**src/rtl/rgb_pkg.sv**
```systemverilog
// -----------------------------------------------------------------------------
// rgb_pkg
// Shared definitions for the RGB frame path: converter word bit positions,
// FIFO entry header bytes, the frame controller state encoding and helpers
// that build pixel and end-of-frame marker entries.
// -----------------------------------------------------------------------------
package rgb_pkg;

    // Converter word bit positions
    localparam int VALID    = 31;
    localparam int SRESET   = 30;
    localparam int ERR      = 29;
    localparam int DATA_MSB = 23;

    // FIFO entry header bytes
    localparam logic [7:0] HDR_PIXEL  = 8'h80;
    localparam logic [7:0] HDR_MARKER = 8'hC0;

    typedef enum logic [1:0] {
        IDLE     = 2'd0,
        IN_FRAME = 2'd1,
        DISCARD  = 2'd2
    } state_t;

    // Pixel entry: header byte followed by the 24-bit G-R-B payload
    function automatic logic [31:0] make_pixel(input logic [DATA_MSB:0] data);
        return {HDR_PIXEL, data};
    endfunction

    // Marker entry: header (error bit folded in), zero byte, frame pixel count
    function automatic logic [31:0] make_marker(input logic err, input logic [15:0] count);
        logic [31:0] m;
        m      = {HDR_MARKER, 8'h00, count};
        m[ERR] = err;
        return m;
    endfunction

endpackage

```
**src/rtl/rgb_sync_fifo.sv**
```systemverilog
// -----------------------------------------------------------------------------
// rgb_sync_fifo
// Single-clock first-word-fall-through FIFO, 2^DEPTH_LOG2 entries of WIDTH bits.
// Pointers carry one extra wrap bit so full and empty are distinguishable.
// Ports:
//   clk, rst          clock, asynchronous active-high reset
//   wr_en, wr_data    write request/data; ignored when full
//   rd_en             pop request; ignored when empty
//   rd_data           current head (zero while empty)
//   full, empty       occupancy flags (full is judged before any same-cycle pop)
// -----------------------------------------------------------------------------
module rgb_sync_fifo #(
    parameter int WIDTH      = 32,
    parameter int DEPTH_LOG2 = 4
) (
    input  logic             clk,
    input  logic             rst,
    input  logic             wr_en,
    input  logic [WIDTH-1:0] wr_data,
    input  logic             rd_en,
    output logic [WIDTH-1:0] rd_data,
    output logic             full,
    output logic             empty
);

    localparam int DEPTH = 1 << DEPTH_LOG2;

    logic [WIDTH-1:0]    mem_r [DEPTH];
    logic [DEPTH_LOG2:0] wr_ptr_r;
    logic [DEPTH_LOG2:0] rd_ptr_r;
    logic                full_s;
    logic                empty_s;
    logic                wr_acc_s;
    logic                rd_acc_s;

    assign full_s   = (wr_ptr_r[DEPTH_LOG2] != rd_ptr_r[DEPTH_LOG2]) &&
                      (wr_ptr_r[DEPTH_LOG2-1:0] == rd_ptr_r[DEPTH_LOG2-1:0]);
    assign empty_s  = (wr_ptr_r == rd_ptr_r);
    assign wr_acc_s = wr_en && !full_s;
    assign rd_acc_s = rd_en && !empty_s;

    // Storage array; contents are don't-care until written, so no reset
    always_ff @(posedge clk) begin
        if (wr_acc_s) begin
            mem_r[wr_ptr_r[DEPTH_LOG2-1:0]] <= wr_data;
        end
    end

    // Read/write pointers, wrapping naturally through the extra MSB
    always_ff @(posedge clk or posedge rst) begin
        if (rst) begin
            wr_ptr_r <= '0;
            rd_ptr_r <= '0;
        end else begin
            if (wr_acc_s) begin
                wr_ptr_r <= wr_ptr_r + {{DEPTH_LOG2{1'b0}}, 1'b1};
            end
            if (rd_acc_s) begin
                rd_ptr_r <= rd_ptr_r + {{DEPTH_LOG2{1'b0}}, 1'b1};
            end
        end
    end

    // Head is forced to zero while empty so stale entries never show
    assign rd_data = empty_s ? {WIDTH{1'b0}} : mem_r[rd_ptr_r[DEPTH_LOG2-1:0]];
    assign full    = full_s;
    assign empty   = empty_s;

endmodule

```
**src/rtl/rgb_frame_fifo_ctl.sv**
```systemverilog
// -----------------------------------------------------------------------------
// rgb_frame_fifo_ctl
// Frame controller between the serial-to-word converter and the RGB->RGBW
// stage. Detects one event per two-clock strobe, writes pixel entries into a
// FIFO, closes frames with a marker entry and drops pixels on overflow or
// over-length frames.
// Ports:
//   clk, rst      96 MHz clock, asynchronous active-high reset
//   in_word       converter word: [31] valid, [30] stream reset, [23:0] G-R-B
//   in_strobe     high for two clocks per word
//   out_word      FIFO head
//   out_valid     FIFO non-empty
//   out_ready     consumer pops head when out_valid & out_ready
//   pixel_count   pixels accepted in the current frame
//   frame_count   frames closed since reset (wraps)
//   overflow      sticky: an entry was dropped because the FIFO was full
//   too_long      sticky: a frame exceeded MAX_PIXELS
// -----------------------------------------------------------------------------
module rgb_frame_fifo_ctl
    import rgb_pkg::*;
#(
    parameter int DEPTH_LOG2 = 4,
    parameter int MAX_PIXELS = 256
) (
    input  logic        clk,
    input  logic        rst,
    input  logic [31:0] in_word,
    input  logic        in_strobe,
    output logic [31:0] out_word,
    output logic        out_valid,
    input  logic        out_ready,
    output logic [15:0] pixel_count,
    output logic [15:0] frame_count,
    output logic        overflow,
    output logic        too_long
);

    localparam logic [15:0] MAX_PC = 16'(MAX_PIXELS);

    logic              strobe_prev_r;
    logic              evt_r;
    logic              valid_r;
    logic              sreset_r;
    logic [DATA_MSB:0] data_r;
    logic              unused_bits_s;

    state_t            state_r;
    state_t            state_nx_s;
    logic [15:0]       pixel_count_r;
    logic [15:0]       pixel_count_nx_s;
    logic [15:0]       frame_count_r;
    logic [15:0]       frame_count_nx_s;
    logic              overflow_r;
    logic              overflow_nx_s;
    logic              too_long_r;
    logic              too_long_nx_s;

    logic              is_pixel_s;
    logic              is_sreset_s;
    logic              fifo_wr_s;
    logic [31:0]       fifo_wdata_s;
    logic              fifo_full_s;
    logic              fifo_empty_s;
    logic              strobe_rise_s;

    // Header bits between the flags and the payload carry no meaning here
    assign unused_bits_s = ^in_word[SRESET-1:DATA_MSB+1];

    assign strobe_rise_s = in_strobe && !strobe_prev_r;

    // Strobe edge detect and word capture. The previous-sample register resets
    // high so a strobe still asserted when reset releases is not an event.
    always_ff @(posedge clk or posedge rst) begin
        if (rst) begin
            strobe_prev_r <= 1'b1;
            evt_r         <= 1'b0;
            valid_r       <= 1'b0;
            sreset_r      <= 1'b0;
            data_r        <= '0;
        end else begin
            strobe_prev_r <= in_strobe;
            evt_r         <= strobe_rise_s;
            if (strobe_rise_s) begin
                valid_r  <= in_word[VALID];
                sreset_r <= in_word[SRESET];
                data_r   <= in_word[DATA_MSB:0];
            end
        end
    end

    // Stream reset takes precedence over the valid flag
    assign is_sreset_s = evt_r && sreset_r;
    assign is_pixel_s  = evt_r && !sreset_r && valid_r;

    // Frame FSM: next state, FIFO write request and counter/flag updates
    always_comb begin
        state_nx_s       = state_r;
        pixel_count_nx_s = pixel_count_r;
        frame_count_nx_s = frame_count_r;
        overflow_nx_s    = overflow_r;
        too_long_nx_s    = too_long_r;
        fifo_wr_s        = 1'b0;
        fifo_wdata_s     = make_pixel(data_r);

        case (state_r)
            IDLE: begin
                if (is_pixel_s) begin
                    if (fifo_full_s) begin
                        overflow_nx_s = 1'b1;
                        state_nx_s    = DISCARD;
                    end else begin
                        fifo_wr_s        = 1'b1;
                        pixel_count_nx_s = 16'd1;
                        state_nx_s       = IN_FRAME;
                    end
                end else begin
                    state_nx_s = IDLE;
                end
            end
            IN_FRAME, DISCARD: begin
                if (is_sreset_s) begin
                    // Frame close: marker is lost if full, but the frame still counts
                    fifo_wdata_s     = make_marker(state_r == DISCARD, pixel_count_r);
                    fifo_wr_s        = !fifo_full_s;
                    overflow_nx_s    = overflow_r || fifo_full_s;
                    frame_count_nx_s = frame_count_r + 16'd1;
                    pixel_count_nx_s = 16'd0;
                    state_nx_s       = IDLE;
                end else if (is_pixel_s && (state_r == IN_FRAME)) begin
                    if (pixel_count_r == MAX_PC) begin
                        too_long_nx_s = 1'b1;
                        state_nx_s    = DISCARD;
                    end else if (fifo_full_s) begin
                        overflow_nx_s = 1'b1;
                        state_nx_s    = DISCARD;
                    end else begin
                        fifo_wr_s        = 1'b1;
                        pixel_count_nx_s = pixel_count_r + 16'd1;
                    end
                end else begin
                    state_nx_s = state_r;
                end
            end
            default: begin
                state_nx_s = IDLE;
            end
        endcase
    end

    // FSM state, counters and sticky flags
    always_ff @(posedge clk or posedge rst) begin
        if (rst) begin
            state_r       <= IDLE;
            pixel_count_r <= 16'd0;
            frame_count_r <= 16'd0;
            overflow_r    <= 1'b0;
            too_long_r    <= 1'b0;
        end else begin
            state_r       <= state_nx_s;
            pixel_count_r <= pixel_count_nx_s;
            frame_count_r <= frame_count_nx_s;
            overflow_r    <= overflow_nx_s;
            too_long_r    <= too_long_nx_s;
        end
    end

    rgb_sync_fifo #(
        .WIDTH      (32),
        .DEPTH_LOG2 (DEPTH_LOG2)
    ) u_fifo (
        .clk     (clk),
        .rst     (rst),
        .wr_en   (fifo_wr_s),
        .wr_data (fifo_wdata_s),
        .rd_en   (out_ready),
        .rd_data (out_word),
        .full    (fifo_full_s),
        .empty   (fifo_empty_s)
    );

    assign out_valid   = !fifo_empty_s;
    assign pixel_count = pixel_count_r;
    assign frame_count = frame_count_r;
    assign overflow    = overflow_r;
    assign too_long    = too_long_r;

endmodule

```
**config.mk**
```make
export PLATFORM = sky130hd
export DESIGN_NAME = rgb_frame_fifo_ctl
export DESIGN_NICKNAME = d
export VERILOG_FILES = /design/src/rtl/rgb_pkg.sv /design/src/rtl/rgb_sync_fifo.sv /design/src/rtl/rgb_frame_fifo_ctl.sv
export SDC_FILE = /design/constraint.sdc
export NUM_CORES = 1
export LEC_CHECK = 0
export ABC_CLOCK_PERIOD_IN_PS = 3590
export CAP_MARGIN = 10
export CORE_MARGIN = 2
export CORE_UTILIZATION = 30
export CTS_BUF_LIST = sky130_fd_sc_hd__clkbuf_8
export CTS_CLUSTER_SIZE = 25
export DETAILED_ROUTE_END_ITERATION = 8
export PLACE_DENSITY_LB_ADDON = 0.12
export SETUP_SLACK_MARGIN = 0.3
export SLEW_MARGIN = 20
export SYNTH_ARGS = -nofsm -noshare
export SYNTH_HDL_FRONTEND = slang
export SYNTH_SLANG_ARGS = --single-unit
```
**constraint.sdc**
```tcl
create_clock -name clk -period 3.59 [get_ports clk]
set_input_delay 0.359 -clock clk [delete_from_list [all_inputs] [get_ports clk]]
set_output_delay 0.359 -clock clk [all_outputs]
set_load 0.005 [all_outputs]
```
# Word-level counts from Yosys, hierarchy flattened
# Memories as Yosys holds them, arrays and structs flattened.
# Cells that the tools add are included.
# W data, S select, Z words.
# totals
memories,1
ramBits,496
ff_bits,74
elab_cells,82
output_inout_bits,67
inputBits,36
# mem_list
name,depth,width,read_ports,rd_clocked_by_memory_dff,write_ports,line,text
u_fifo.mem_r,16,31,1,0,1,rgb_sync_fifo.sv:28,logic [WIDTH-1:0] mem_r [DEPTH];
# classes
n_eq_ne,12
n_mux,31
bitwise_logic,1
reduce_logical,21
add_sub_neg,4
# op_table
op,count
$mux W16,6
$mux W31,2
$add A16 B1 Y16 const B,2
$mux W32,1
$pmux W16 S2,1
$eq A16 B9 Y1 const B,1
$mux W1,12
$mux W2,6
$add A5 B1 Y5 const B,2
$ne A3 B3 Y1 const B,3
$logic_and A1 B1 Y1,8
$reduce_and A4 Y1,2
$reduce_and A6 Y1,1
$eq A5 B5 Y1,1
$eq A4 B4 Y1,1
$logic_not A1 Y1,4
$ne A2 B2 Y1 const B,2
$ne A4 B4 Y1 const B,1
$pmux W1 S2,2
$pmux W2 S2,1
$reduce_and A2 Y1,2
$eq A2 B1 Y1 const B,1
$eq A2 B2 Y1 const B,1
$logic_not A2 Y1,1
5 further kinds,5

# Depth between registers and ports, before layout
# logic_depth
word_depth,10
mapped_depth,9
depth_no_buf,8

# Cells and area by module
# Synthesis repeated with hierarchy kept, for this count alone.
# hier_totals
cells_unflattened,1178
hier_area_um2,23404.9
# by_module_without_submodules
mod,instances,cells_each,seq_area_each_um2,area_per_inst_um2
rgb_sync_fifo,1,858,15625.0,20181.9
rgb_frame_fifo_ctl,1,320,1602.8,3223.1

# Worst setup path after synthesis
# OpenSTA, ideal clock, no wires.
# synth_path
path_kind,register -> register
start,register pixel_count_r[0] (netlist: pixel_count[0])
end,"memory u_fifo.mem_r[3][0] (netlist bit), enable pin"
synth_period_minus_slack_ns,3.867
setup_ns,0.442
arrival_ns,3.425
path_stages_with_launch,8
path_slack_ns,-0.277
path_cell_list,dfrtp_1 inv_1 ha_1 nor4bb_1 and4_1 o211ai_1 nand4b_1 nor3_1
# synth_via
elab_chain_cells,8
# synth_rtl
item,line,text
from (decl),rgb_frame_fifo_ctl.sv:49,logic [15:0] pixel_count_r;
from (signal assigned),rgb_frame_fifo_ctl.sv:160,pixel_count_r <= pixel_count_nx_s;
$eq A16 B9 Y1,rgb_frame_fifo_ctl.sv:130,if (pixel_count_r == MAX_PC) begin
$mux W1,rgb_frame_fifo_ctl.sv:130,
$mux W1,rgb_frame_fifo_ctl.sv:129,end else if (is_pixel_s && (state_r == IN_FRAME)) begin
$mux W1,rgb_frame_fifo_ctl.sv:121,if (is_sreset_s) begin
$pmux W1 S2,rgb_frame_fifo_ctl.sv:105,case (state_r)
$logic_and A1 B1 Y1,rgb_sync_fifo.sv:39,assign wr_acc_s = wr_en && !full_s;
$mux W1,rgb_sync_fifo.sv:44,if (wr_acc_s) begin
$mux W1 (not written as such),rgb_sync_fifo.sv:45,mem_r[wr_ptr_r[DEPTH_LOG2-1:0]] <= wr_data;
to (decl),rgb_sync_fifo.sv:28,
# Every way passes these cells.

# Worst setup path after layout
# layout_path
start,register u_fifo.rd_ptr_r[0]
end,output port out_word[5]
# layout_via
elab_chain_cells,2
elab_cells_between_ends,3
cone_classes,eq/ne: 1; mux: 1; memory: 1
# layout_rtl
item,line,text
from (decl),rgb_sync_fifo.sv:30,logic [DEPTH_LOG2:0] rd_ptr_r;
from (signal assigned),rgb_sync_fifo.sv:59,"rd_ptr_r <= rd_ptr_r + {{DEPTH_LOG2{1'b0}}, 1'b1};"
$mem_v2 Z16 W31 / $eq A5 B5 Y1 (equally long branches),n/a,
$mux W32 *,rgb_sync_fifo.sv:65,assign rd_data = empty_s ? {WIDTH{1'b0}} : mem_r[rd_ptr_r[DEPTH_LOG2-1:0]];
to (decl),rgb_frame_fifo_ctl.sv:29,"output logic [31:0] out_word,"
# Mark *: on every way between the ends. The rest lies on a longest branch, timed or not.

==> results.sh <==
export IMPL_ctsRootBufferMaster="clkbuf_8"
export IMPL_dr_first_iter_drc_count=614
export IMPL_syn_inst=1004
export IMPL_drc=0
export IMPL_wl_mm=51.9
export IMPL_seq_area_frac_synth_pct=72.5
export IMPL_critPathRequiredTime_ns=3.23
export IMPL_crit_type="register to primary output"
export IMPL_slew_headroom_pct=37.0
export IMPL_rsz0062_at_grt="true"
export IMPL_cap_violations=0
export IMPL_worstSetupStartpointType="register"
export IMPL_synth_ff_type="edfxtp_1"
export IMPL_avgViaCountPerCell=4.76
export IMPL_grt_max_degree=57
export IMPL_cp_end_kind="primary output"
export IMPL_area_growth_pct=24.2
export IMPL_finalSetupViolCount=0
export IMPL_worstSkewPairLatency_ns=0.67
export IMPL_ys_types=62
export IMPL_cp_slowest_cell="dfrtp_4"
export IMPL_cts_hold_buf=0
export IMPL_clock_skew_ns=0.0275
export IMPL_grt_overflow=0
export IMPL_place_area_um2=22200
export IMPL_nets=1290
export IMPL_wl_per_cell_um=23.8
export IMPL_layout_drive_gt1_share_pct=34.6
export IMPL_clk_path_buf_depth=3
export IMPL_drtPass1Iterations=5
export IMPL_netlist_area_um2=19800
export IMPL_place_congestion=0.730
export IMPL_yosys_top_cells_area="edfxtp_1 63%, mux4_2 15%, dfrtp_1 9.2%"
export IMPL_clock_sinks=490
export IMPL_design_area_um2=24600
export IMPL_power_density_nw_per_um2=721
export IMPL_start_util_pct=30.2
export IMPL_p_leak_nw=8.41
export IMPL_status="finished, final reports clean"
export IMPL_max_freq_mhz=303
export IMPL_syn_avg_cell_area_um2=19.7
export IMPL_grt_pass1_wl_mm=76.9
export IMPL_die_area_um2=68000
export IMPL_grt_usage_pct=15.7
export IMPL_yosys_cell_count_top_type="edfxtp_1"
export IMPL_slew_viol_final=0
export IMPL_vias=10400
export IMPL_critical_path_arrival_ns=2.94
export IMPL_path_cells="buf_12 -> buf_16 -> buf_12 -> buf_6 -> mux4_2 -> mux4_2 -> and2_4 -> buf_6"
export IMPL_clk_pin_slew_ns=0.06
export IMPL_row_count=94
export IMPL_tns_ns=0
export IMPL_synth_edf_count=416
export IMPL_place_hpwl_mm=29.6
export IMPL_numPortBuffers=91
export IMPL_core_area_um2=65500
export IMPL_synth_top_cell_area_share_pct=63.1
export IMPL_hold_class="primary input to register"
export IMPL_numCtsBuffers=87
export IMPL_async_flop_share_pct=15.1
export IMPL_synth_top_area_cell="edfxtp_1"
export IMPL_period_needed_ns=3.30
export IMPL_hold_viol_final=0
export IMPL_yosys_warnings=0
export IMPL_htreeDepth=3
export IMPL_crit_fanout=7
export IMPL_ios=103
export IMPL_cts_tree="yes"
export IMPL_fin_crit_sh_pct=92.0
export IMPL_grt_antenna_before_repair=2
export IMPL_grt_pass1_vias=11200
export IMPL_worst_pin_slew_ns=0.944
export IMPL_yosys_top_cells_count="416 x edfxtp_1, 128 x mux4_2, 73 x dfrtp_1"
export IMPL_die_h_um=261
export IMPL_cp_slowest_stage_delay_ns=0.50
export IMPL_fp_dieW_um=261
export IMPL_max_vdd_ir_drop_mv=0.337
export IMPL_ant_nets=0
export IMPL_ys_ff_latch=490
## report_power, final
group          switching, mW  internal (mW)  total, mW
Clock                   2.33           2.35       4.68
Sequential             0.157           6.60       6.76
Combinational           2.70           3.55       6.25
Total                   5.18           12.5       17.7
## layer usage
| metal | part of all wire (%) | up-vias | GRT usage (%) |
|---|---|---|---|
| li1 | - | 4546 | - |
| met1 | 47 | 5530 | 22.1 |
| met3 | 4.0 | 62 | 2.95 |
| met4 | 1.6 | 0 | 4.70 |
| met5 | 0 | - | 0 |
| met2 | 48 | 226 | 24.8 |
## worst paths after layout
check	depth (start not counted)	slack, ns	endpoint	start
setup / recovery	8	0.29	out_word[5]	u_fifo.rd_ptr_r[0]$_DFFE_PP0P_
setup reg to reg	9	0.53	u_fifo.mem_r[1][19]$_DFFE_PP_	u_fifo.rd_ptr_r[0]$_DFFE_PP0P_
hold reg to reg	1	0.47	frame_count[15]$_DFFE_PP0P_	frame_count[15]$_DFFE_PP0P_
hold / removal	1	0.13	strobe_prev_r$_DFF_PP1_	in_strobe
min in group asynchronous	2	0.19	data_r[22]$_DFFE_PP0P_	rst
max in group asynchronous	3	2.63	data_r[9]$_DFFE_PP0P_	rst
## cells in the final DEF, fill, tap and decap left out, types with 5 or more instances in the layout
master / instances
a21oi_1: 13
and2_1: 15
and2_4: 21
and3_1: 5
buf_12: 21
buf_16: 10
buf_2: 14
buf_4: 55
buf_6: 27
buf_8: 5
clkbuf_8: 91
clkdlybuf4s50_1: 65
clkinv_1: 19
clkinv_2: 12
conb_1: 5
dfrtp_1: 69
edfxtp_1: 416
ha_1: 12
inv_1: 41
mux2_2: 26
mux4_2: 130
nand2_1: 62
nand3_1: 15
nand4_1: 9
nor2_1: 6
nor2_4: 11
nor3_1: 5
o21ai_0: 5
o31ai_1: 10
xnor2_1: 16
xor2_1: 11
## cell families after synthesis
family	count (synthesis)	synth area share (%)
other cells	1	0.0190
compound gates	52	1.82
fa+ha+maj	12	0.759
xor+xnor	28	1.24
mux	161	16.6
simple gates	189	5.17
flops	490	72.5
buf+inv	71	1.88
## timing repair
action,CTS,global route
pin swaps,20,5
endpoints found under the setup margin,28,157
setup buffers,39,9
cloned,7,0
resized for setup,164,20
## layout make-up
class	instances	area, µm²
clock buffer	91	1250
sequential	490	14400
fill	6055	41000
antenna	4	10.0
multi-input combinational	447	5270
inverter	16	75.1
clock inverter	64	289
tap	864	1080
timing repair buffer	200	2220
## per-stage QoR
stage | util (%) | power, mW | cells | hold WS, ns | setup WS (ns)
after detailed placement | 33.9 | 12.2 | 1962 | 0.471 | 0.442
after CTS | 37.3 | 17.9 | 2163 | 0.0644 | 0.199
final | 37.5 | 17.7 | 2176 | 0.135 | 0.287
after floorplan | - | 10.1 | 1008 | 0.363 | 0.409
after global placement | 33.9 | 12.2 | 1962 | 0.463 | 0.416
after global routing | 37.5 | 18.7 | 2174 | 0.108 | 0.190
## worst max-delay path: cells and delay by family (launching register included)
family	cells	cell delay [ns]
simple gates	1	0.15
buf+inv	5	0.66
flops	1	0.50
mux	2	0.95
## sequential cells by signal (all words and copies together), names as in the netlist
register,flops
u_fifo.mem_r,416
overflow,1
pixel_count,16
u_fifo.rd_ptr_r,5
strobe_prev_r,1
u_fifo.wr_ptr_r,5
too_long,1
state_r,2
valid_r,1
sreset_r,1
data_r,24
frame_count,16
evt_r,1
Note: power is estimated with default switching activity, not from simulation.
==> edit 1, RTL diff (same flow settings) <==
Make the reset (`rst`) synchronous in 3 clocked blocks. Comments in the files are not updated.
--- a/src/rtl/rgb_sync_fifo.sv
+++ b/src/rtl/rgb_sync_fifo.sv
@@ -47,7 +47,7 @@
     end
 
     // Read/write pointers, wrapping naturally through the extra MSB
-    always_ff @(posedge clk or posedge rst) begin
+    always_ff @(posedge clk) begin
         if (rst) begin
             wr_ptr_r <= '0;
             rd_ptr_r <= '0;
--- a/src/rtl/rgb_frame_fifo_ctl.sv
+++ b/src/rtl/rgb_frame_fifo_ctl.sv
@@ -70,7 +70,7 @@
 
     // Strobe edge detect and word capture. The previous-sample register resets
     // high so a strobe still asserted when reset releases is not an event.
-    always_ff @(posedge clk or posedge rst) begin
+    always_ff @(posedge clk) begin
         if (rst) begin
             strobe_prev_r <= 1'b1;
             evt_r         <= 1'b0;
@@ -148,7 +148,7 @@
     end
 
     // FSM state, counters and sticky flags
-    always_ff @(posedge clk or posedge rst) begin
+    always_ff @(posedge clk) begin
         if (rst) begin
             state_r       <= IDLE;
             pixel_count_r <= 16'd0;
Function: differs if rst is asserted again (counterexample within 4 cycles, from zero or initial values and one cycle with rst high); with rst held inactive, the same outputs for 4 cycles.
==> edit 1 against the unedited design <==
  * Routed wire length rose by 2.4%
  * First-iteration DRC count up 11%
  * Area after synthesis down 0.94%
  * Final area fell by 1.8%
  * Maximum frequency grew 0.38%
  * Setup slack gained 0.013 ns
  * Sequential cell count grew 4
  * Critical path type unchanged
  * Critical endpoint is now out_word[16]
Power is not compared: it rests on default switching activity, and its combinational part moved more than twofold at a synthesized area within 25%.
==> edit 1: results (changes against the unedited design) <==
DRT Wirelength 53.1 mm (+2.4%); ys async rst share 0% (-15 points); Worst-Margin Slew 0.701 ns (-0.244 ns); Critical Path AT 2.93 ns (about the same); xor/xnor cell area share of the yosys netlist 1.25% (+0.012 points); DP HPWL 31.1 mm (+5.2%); RD Place Congestion 0.739 (+1.3%); top post-synthesis cells by count 416 x edfxtp_1, 130 x mux4_2, 120 x nand2_1, 78 x dfxtp_1, 44 x nor2_1; worst clock skew 0.0325 ns (+0.00498 ns); Seq/Total Area, Yosys 71.7% (-0.80 points); status completed; Synth cell types 51 (-18%); gr usage total 16.0% (+0.23 points); Place WS 0.501 ns (+0.0587 ns); initial drt markers 682 (+11%); CP max-delay cell mux4_2; H-tree depth 3 (unchanged); biggest cell delay along the critical path 0.52 ns (+0.02 ns); compound-gate portion of the synthesized area 2.26% (+0.44 points); share of layout cells above drive strength 1 26.6% (-8.0 points); first-pass GRT wire length 77.1 mm (+0.31%); largest net degree at the start of global routing 35 (-39%); fillcell total 6097 (+0.69%); CTS buffer count 84 (-3.4%); drt via density 4.79 (+0.48%); top cells by area, synth edfxtp_1 64%, mux4_2 15%, dfxtp_1 8.0%; crit-path max FO 7 (unchanged); adder-cell share of the synthesized area 0.766% (+0.0072 points); fin nets 1362 (+5.6%); post-synthesis mux area share 15.2% (-1.4 points)
## edit 1: cell count changes after synthesis, sizes merged, moves of 27 or more
| cell | change |
|---|---|
| dfxtp | +78 |
| dfrtp | -73 |
| nand2 | +58 |
| nor2b | +33 |
| a21oi | +29 |
| and2 | -27 |
| mux2 | -27 |
| nor2 | +27 |
## edit 1: final timing paths
| check | startpoint | endpoint | slack, ns | depth (start not counted) |
|---|---|---|---|---|
| worst min-delay path | rst | overflow | 0.19 | 2 |
| worst min register to register | data_r[22] | data_r[22] | 0.45 | 2 |
| worst max-delay path | flip-flop | out_word[16] | 0.30 | 6 |
| worst max register to register | pixel_count[1] | u_fifo.mem_r[15][6] | 0.60 | 8 |
## edit 1: where the power goes
| group | leakage (nW) | switching, W | internal [W] |
|---|---|---|---|
| clock network | 0.880 | 0.00232 | 0.00231 |
| registers | 4.47 | 0.00000703 | 0.00619 |
| logic | 2.56 | 0.000101 | 0.0000665 |
## edit 1: area by class of cell
class | instances | area (um^2) | share of cell area, %
tap | 855 | 1070 | 4.43
timing repair buffer | 184 | 2170 | 9.01
sequential | 494 | 14100 | 58.3
clock buffer | 85 | 1170 | 4.85
antenna | 3 | 7.51 | 0.0311
inverter | 12 | 45.0 | 0.187
clock inverter | 69 | 350 | 1.45
multi-input combinational | 538 | 5250 | 21.7
## edit 1: per-layer routing
| metal | share of wire, % | wire (um) | vias to the layer above | track usage, % |
|---|---|---|---|---|
| met5 | 0 | 0 | - | 0 |
| met4 | 1.8 | 976 | 0 | 4.85 |
| met3 | 4.0 | 2130 | 70 | 3.01 |
| met2 | 49 | 25800 | 250 | 26.0 |
| met1 | 46 | 24200 | 5634 | 21.7 |
| li1 | - | - | 4766 | - |
## edit 1: through the flow
| step | hold slack, ns | std cells |
|---|---|---|
| after CTS | 0.128 | 2234 |
| final | 0.188 | 2240 |
| after global routing | 0.164 | 2239 |
| after global placement | 0.444 | 2053 |
| after detailed placement | 0.446 | 2053 |
| after floorplan | 0.432 | 1108 |
## edit 1: what timing repair did
item,4_1_cts,5_1_grt
gates cloned,6,0
resized for setup,65,16
hold buffers,0,0
setup buffers,21,3
endpoints found under the setup margin,28,22
## edit 1: kinds of logic (layout without fill, tap and decap cells)
logic type | count (synthesis) | after routing
buf+inv | 76 | 350
mux | 135 | 135
other cells | 1 | 8
xor+xnor | 28 | 28
simple gates | 280 | 280
compound gates | 78 | 78
flops | 494 | 494
fa+ha+maj | 12 | 12
==> edit 2, RTL diff (config.mk and constraints unchanged) <==
Without the edit above. The parameter `MAX_PIXELS` goes from 256 to 128.
--- a/src/rtl/rgb_frame_fifo_ctl.sv
+++ b/src/rtl/rgb_frame_fifo_ctl.sv
@@ -20,7 +20,7 @@
     import rgb_pkg::*;
 #(
     parameter int DEPTH_LOG2 = 4,
-    parameter int MAX_PIXELS = 256
+    parameter int MAX_PIXELS = 128
 ) (
     input  logic        clk,
     input  logic        rst,
Behaviour: no difference found for any inputs over 4 cycles, from zero or initial values and one cycle with rst high; that may be too few to reach the edited logic, so the function may still have changed.
==> edit 2 against the unedited design <==
  * Sequential cell count stayed put
  * Synthesized cell count is 1.2% higher
  * Setup slack worse by 0.076 ns
  * Utilization is 0.22 points higher
  * Final area is 0.78% higher
  * Power is 4.6% higher
  * Area after synthesis is 0.42% higher
  * Routed wire length is 3.7% higher
  * Critical endpoint is now out_word[12]
  * Highest routed layer unchanged
==> edit 2: results (changes against the unedited design) <==
Placement Cell Area 22000 um^2 (-1.0%); initial drt markers 862 (+40%); DP HPWL 27.2 mm (-8.0%); top post-synthesis cells by count 416 x edfxtp_1, 130 x mux4_2, 73 x dfrtp_1, 68 x nand2_1, 36 x and2_1; first-pass GRT wire length 77.3 mm (+0.49%); H-tree depth 3 (unchanged); clock transition at the registers of the reported paths 0.06 ns (about the same); Critical Path AT 3.02 ns (+0.08 ns); CTS buffer count 86 (-1.1%); vias in the first global route 11100 (-1.1%); sw frac 29.4% (+0.060 points); R2R depth 9 (unchanged); Seq/Total Area, Yosys 72.2% (-0.31 points); adder-cell share of the synthesized area 0.756% (-0.0032 points); CTS Buffer Depth 3 (unchanged); EDFF count, synth 416 (unchanged); via count 10500 (+1.0%); Main synth FF type edfxtp_1; Worst-Margin Slew 0.958 ns (+0.0133 ns); clk root buf clkbuf_8; max FFs per register 416 (unchanged); DRT Wirelength 53.8 mm (+3.7%); Crit path max-delay family multiplexers; initial antenna violation count 1 (-1); RD Place Congestion 0.716 (-1.8%); DRT Pass-1 Iters 5 (unchanged); worst hold-check path type input pin to asynchronous set/reset pin; Comb. pwr 0.00683 W (+9.3%); Seq pwr share 36.6% (-1.6 points); ys async rst share 15.1% (unchanged); Max VDD drop 0.383 mV (+14%); P_int 0.0131 W (+4.5%); post-synthesis mux area share 16.7% (+0.094 points); Synth cell types 59 (-4.8%); crit-path max FO 6 (-1); Port Buffers 91 (unchanged); drt via density 4.83 (+1.3%); Post-Place Cells 1951 (-0.56%); fin nets 1280 (-0.78%); compound-gate portion of the synthesized area 1.91% (+0.099 points); xor/xnor cell area share of the yosys netlist 1.23% (-0.0052 points); Syn. warnings 0 (unchanged); Worst-Skew Late Latency 0.67 ns (about the same); status completed; worst clock skew 0.0321 ns (+0.00467 ns); largest net degree at the start of global routing 37 (-35%); biggest cell delay along the critical path 0.50 ns (about the same); leak pwr 8.53 nW (+1.4%); syn_area_per_cell 19.6 um^2 (-0.76%); gr usage total 15.9% (+0.20 points); top cells by area, synth edfxtp_1 63%, mux4_2 15%, dfrtp_1 9.2%; share of layout cells above drive strength 1 33.8% (-0.79 points); CP max-delay cell dfrtp_4
-- edit 2: kinds of logic (layout without fill, tap and decap cells) --
logic type / after synthesis / in the layout
DFF: 490 / 490
and+or+nand+nor: 195 / 195
muxes: 165 / 165
buffers and inverters: 73 / 356
AOI/OAI and AO/OA: 52 / 52
xor gates and xnor gates: 28 / 28
adders and majority gates: 12 / 12
other: 1 / 7
-- edit 2: cell type report --
class,instances,area (um^2)
inverters,13,62.6
repair buffers,183,2290
repair inverters,1,8.76
well taps,864,1080
clock buffers,87,1200
flip-flops and latches,490,14400
diodes,2,5.00
multi-input cells,457,5320
clock inverters,72,423
fillers,6150,40900
-- edit 2: worst paths after layout --
path	to	start	slack, ns
hold reg to reg	frame_count[15]	frame_count[15]	0.47
setup / recovery	out_word[12]	u_fifo.rd_ptr_r[0]	0.21
setup reg to reg	u_fifo.mem_r[12][4]	u_fifo.rd_ptr_r[0]	0.47
hold / removal	data_r[22]	rst	0.11
min in group clk	strobe_prev_r	in_strobe	0.14
max in group asynchronous	data_r[13]	rst	2.62
-- edit 2: repair_timing --
action / in CTS / in global routing
buffers inserted: 32 / 8
setup endpoints to repair: 28 / 267
gates cloned: 16 / 1
gates resized for setup: 177 / 27
pin swaps: 2 / 2
-- edit 2: layer usage --
| layer | GRT usage (%) | vias to the layer above | share of wire [%] |
|---|---|---|---|
| li1 | - | 4540 | - |
| met1 | 21.8 | 5609 | 45 |
| met2 | 25.9 | 264 | 49 |
| met3 | 2.90 | 56 | 4.5 |
| met4 | 4.75 | 0 | 1.4 |
| met5 | 0 | - | 0 |
-- edit 2: through the flow --
step,setup WS (ns),hold WS [ns]
detailed placement,0.437,0.458
finish,0.211,0.113
CTS,0.120,0.0624
floorplan,-0.0405,0.363
global placement,0.439,0.464
global route,0.100,0.102
